### src/rtl/fir_mac_sequencer.sv
// Sequencer for a single-MAC FIR datapath: buffers one sample in a circular delay
// line, walks the coefficient RAM one tap per cycle, then presents y[n] on valid/ready.
module fir_mac_sequencer #(
  parameter int LENGTH = 64,
  parameter int WIDTH  = 16,
  parameter int ADDR_W = $clog2(LENGTH),
  parameter int ACC_W  = 2*WIDTH+ADDR_W
) (
  input  logic              clk,
  input  logic              rst_n,
  input  logic              in_valid,
  output logic              in_ready,
  input  logic [WIDTH-1:0]  in_sample,
  input  logic              clear,
  output logic [ADDR_W-1:0] coeff_addr,
  input  logic [WIDTH-1:0]  coeff_data,
  output logic              out_valid,
  input  logic              out_ready,
  output logic [ACC_W-1:0]  out_data,
  output logic              busy
);

  localparam int IDX_W = ADDR_W + 1;
  localparam logic [ADDR_W-1:0] LAST_TAP = ADDR_W'(LENGTH - 1);

  typedef enum logic [1:0] {
    S_IDLE,
    S_MAC,
    S_DONE
  } state_t;

  state_t                   state_q, state_d;
  logic [WIDTH-1:0]         dly_q [LENGTH];
  logic [WIDTH-1:0]         dly_d [LENGTH];
  logic [ADDR_W-1:0]        wp_q, wp_d;
  logic [ADDR_W-1:0]        k_q, k_d;
  logic signed [ACC_W-1:0]  acc_q, acc_d;
  logic signed [ACC_W-1:0]  out_q, out_d;

  logic [IDX_W-1:0]         rd_sum;
  logic [ADDR_W-1:0]        rd_idx;
  logic signed [WIDTH-1:0]  coeff_s;
  logic signed [WIDTH-1:0]  samp_s;
  logic signed [ACC_W-1:0]  prod;

  // (wp - k) mod LENGTH without relying on power-of-two wrap of the pointer width
  always_comb begin
    if (wp_q >= k_q) begin
      rd_sum = {1'b0, wp_q} - {1'b0, k_q};
    end else begin
      rd_sum = {1'b0, wp_q} + IDX_W'(LENGTH) - {1'b0, k_q};
    end
    rd_idx = rd_sum[ADDR_W-1:0];
  end

  assign coeff_s = coeff_data;
  assign samp_s  = dly_q[rd_idx];
  assign prod    = ACC_W'(coeff_s) * ACC_W'(samp_s);

  always_comb begin
    state_d = state_q;
    dly_d   = dly_q;
    wp_d    = wp_q;
    k_d     = k_q;
    acc_d   = acc_q;
    out_d   = out_q;
    case (state_q)
      S_IDLE: begin
        if (clear) begin
          for (int i = 0; i < LENGTH; i++) begin
            dly_d[i] = '0;
          end
          wp_d = '0;
        end else if (in_valid) begin
          dly_d[wp_q] = in_sample;
          acc_d       = '0;
          k_d         = '0;
          state_d     = S_MAC;
        end
      end
      S_MAC: begin
        acc_d = acc_q + prod;
        if (k_q == LAST_TAP) begin
          wp_d    = (wp_q == LAST_TAP) ? '0 : wp_q + ADDR_W'(1);
          k_d     = '0;
          out_d   = acc_q + prod;
          state_d = S_DONE;
        end else begin
          k_d = k_q + ADDR_W'(1);
        end
      end
      S_DONE: begin
        if (out_ready) begin
          state_d = S_IDLE;
        end
      end
      default: begin
        state_d = S_IDLE;
      end
    endcase
  end

  always_ff @(posedge clk or negedge rst_n) begin
    if (!rst_n) begin
      state_q <= S_IDLE;
      wp_q    <= '0;
      k_q     <= '0;
      acc_q   <= '0;
      out_q   <= '0;
    end else begin
      state_q <= state_d;
      wp_q    <= wp_d;
      k_q     <= k_d;
      acc_q   <= acc_d;
      out_q   <= out_d;
    end
  end

  // Delay line stays in flops so reset and clear can zero every entry at once
  for (genvar gi = 0; gi < LENGTH; gi++) begin : g_dly
    always_ff @(posedge clk or negedge rst_n) begin
      if (!rst_n) begin
        dly_q[gi] <= '0;
      end else begin
        dly_q[gi] <= dly_d[gi];
      end
    end
  end

  assign in_ready   = (state_q == S_IDLE) && !clear;
  assign coeff_addr = (state_q == S_MAC) ? k_q : '0;
  assign out_valid  = (state_q == S_DONE);
  assign busy       = (state_q != S_IDLE);
  assign out_data   = out_q;

endmodule

### config.mk
export PLATFORM = sky130hd
export DESIGN_NAME = fir_mac_sequencer
export DESIGN_NICKNAME = d
export VERILOG_FILES = /design/src/rtl/fir_mac_sequencer.sv
export SDC_FILE = /design/constraint.sdc
export NUM_CORES = 2
export LEC_CHECK = 0
export ABC_AREA = 1
export CAP_MARGIN = 15
export CORE_MARGIN = 3
export CORE_UTILIZATION = 40
export CTS_BUF_LIST = sky130_fd_sc_hd__clkbuf_8
export CTS_CLUSTER_SIZE = 12
export DETAILED_ROUTE_END_ITERATION = 8
export PLACE_DENSITY = 0.65
export SLEW_MARGIN = 25
export SYNTH_ARGS = -nofsm -noshare
export SYNTH_HDL_FRONTEND = slang
export SYNTH_SLANG_ARGS = --single-unit
### constraint.sdc
create_clock -name clk -period 8.4 [get_ports clk]
set_input_delay 1.26 -clock clk [delete_from_list [all_inputs] [get_ports clk]]
set_output_delay 1.26 -clock clk [all_outputs]
set_load 0.01 [all_outputs]
==> impl_metrics.toml <==
[die]
fp-row-count = 145
start_util = 0.405
dieArea_um2 = 164000
die_x_um = 404
io_pins = 84
core_um2 = 157000
die_y_um = 404

[outcome]
failed_checks = "negative setup slack"
status = "finished, violations left"

[clocking]
tritoncts = "yes"
path_clk_slew_ns = 0.06
cts_buffer_depth = 3
clk_latency_ns = 0.97
cts_root_buf = "clkbuf_8"
cts_buffers = 188
h-tree-depth = 4
cts_hold_buf = 0
clock-sinks = 1114

[routing]
viasPerCell = 5.87
ant_nets = 0
vias = 56600
first_pass_iters = 8
dr.first_iter.drc_count = 7154
remaining_drc_errors = 0
drt-total-wl_mm = 229
avgRoutedWirePerCell_um = 23.7

[critical_path]
criticalPathCategory = "reg2reg"
r2r_slack_ns = -0.07
crit_arrival_ns = 9.24
worstReg2RegStart = "wp_q[0]"
timing.rr.end = "out_data[21]"
cp_slowest_cell = "fa_4"
rr_worst_depth = 35
crit_required_ns = 9.18
startpoint_type = "flip-flop"
end_kind = "flip-flop"
critPathTopFamily = "adder cells"
crit_fanout = 16
path_common_cell = "fa_1"
slowest_delay_ns = 0.80
cp.buffers_inverters = 12

[cells_and_area]
nNetsFinal = 7905
final_util = 0.469
drive_above_1_share = 0.139
syn2layout_area_growth_pct = 15.8

[synthesis]
synth_seq_cells = 1114
syn_inst = 7222
synth_edf_count = 0
synthFlopType = "dfrtp_1"
syn_area_um2 = 63500
synthArstFlopShare = 1.00
syn-num-nets = 7700
syn_avg_cell_area_um2 = 8.79
ys_types = 49
ys_seq_area_frac = 0.439
ys_warn_count = 0

[place]
portBuffers = 83
dpl.hpwl_mm = 147
place_ws_ns = -0.251
place_congestion = 0.966

[grt]
antenna_found_initial = 9
globalRouteOverflowTotal = 0
grt_use_total = 0.277
grt_pass1_wl_mm = 347
grt_pass1_vias = 55600
grt_max_degree = 199

[run]
cap_viol_max_count = 0

[timing]
rsz0062_at_grt = "yes"
finalCritPeriodShare = 1.01
fin_worst_skew_ns = 0.0668
setup_violations = 17
tightest_slew_ns = 1.13
finalCriticalPeriod_ns = 8.47
max_freq_mhz = 118
finalHoldViolations = 0
final-max-slew-violation-count = 0
worst_slack_ns = -0.0662
maxSlewHeadroom = 0.244

[worst_hold_path]
hold_path_class = "in2async"
cell families (layout without fill, tap and decap cells):
logic type	count (synthesis)	count (layout)	synth area share
AOI/OAI and AO/OA	2274	2274	0.201
xor gates and xnor gates	14	14	0.00193
adders and majority gates	441	441	0.125
buffers and inverters	1767	2118	0.115
DFF	1114	1114	0.439
other	0	8	0
and+or+nand+nor	1612	1612	0.118
worst register-to-register path: cells and delay by family, from the launching register on:
kind | cells | cell delay (ns)
fa+ha+maj | 9 | 4.22
simple gates | 9 | 1.52
buf+inv | 12 | 1.45
compound gates | 5 | 0.73
flops | 1 | 0.39
sequential cells by signal, indices dropped and copies added, names as in the netlist:
register / cells
out_data: 38
acc_q: 38
wp_q: 6
state_q: 2
dly_q: 1024
k_q: 6
metal layers:
metal,share of wire,GRT usage,routed length [µm],vias up
met2,0.43,0.401,99300,3199
met3,0.12,0.0770,26500,565
li1,-,-,-,24800
met5,0,0,0,-
met1,0.40,0.384,92100,28100
met4,0.048,0.129,10900,0
cells in the mapped netlist (all sizes together) (2+ instances only):
master	n	area, µm²
a21o	7	52.6
a21oi	585	3040
a31oi	34	213
a32o	2	20.0
a32oi	15	131
buf	304	1820
clkbuf	229	860
clkinv	8	30.0
dfrtp	1114	27900
fa	324	6490
ha	117	1460
inv	1226	4600
nand2	467	1850
nand3	814	4170
nand3b	9	67.6
nand4	11	68.8
nor2	281	1150
nor3	19	133
o211ai	6	45.0
o21ai	857	4400
o21bai	4	30.0
o221a	3	33.8
o22ai	756	4730
or2	11	68.8
xnor2	9	78.8
xor2	5	43.8
layout by cell type (no fill, tap or decap), types with 232 or more instances in the layout:
cell,instances
inv_1,1273
dfrtp_1,1114
o21ai_0,783
o22ai_1,755
nand3_1,748
a21oi_1,527
nand2_1,419
buf_4,391
fa_1,322
clkbuf_8,237
nor2_1,232
repair_timing:
item,CTS,global route
gates cloned,5,2
endpoints found under the setup margin,48,60
resized for setup,108,86
pin swaps,24,19
buffers inserted,15,6
how the worst max path moves through the flow:
| stage | startpoint | slack, ns | to | cells past startpoint |
|---|---|---|---|---|
| final | wp_q[0] | -0.07 | out_data[21] | 35 |
| after global placement | wp_q[0] | -0.28 | out_data[22] | 38 |
| after detailed placement | wp_q[0] | -0.25 | out_data[22] | 39 |
| after floorplan | wp_q[0] | 0.47 | out_data[35] | 37 |
| after CTS | wp_q[0] | -0.02 | out_data[35] | 38 |
| after global routing | wp_q[0] | -0.34 | out_data[31] | 40 |
through the flow:
stage / TNS [ns] / area [µm²] / cells / hold slack (ns)
after detailed placement: -6.18 / 68400 / 9264 / 0.473
after global routing: -12.43 / 73600 / 9635 / 0.158
final: -0.543 / 73600 / 9639 / 0.191
after CTS: -0.0242 / 73000 / 9620 / 0.404
after floorplan: 0 / 63500 / 7222 / 0.448
after global placement: -6.18 / 68400 / 9264 / 0.471
layout make-up:
type | instances | area [µm²]
inverters | 1234 | 4660
flip-flops and latches | 1114 | 27900
multi-input cells | 4341 | 29300
fillers | 14900 | 83400
repair inverters | 3 | 36.3
repair buffers | 545 | 5230
well taps | 2058 | 2570
clock inverters | 99 | 634
clock buffers | 237 | 3260
diodes | 8 | 20.0
Power is not shown: default switching activity piles up to over one toggle a cycle in this logic, so the estimate is an artifact.
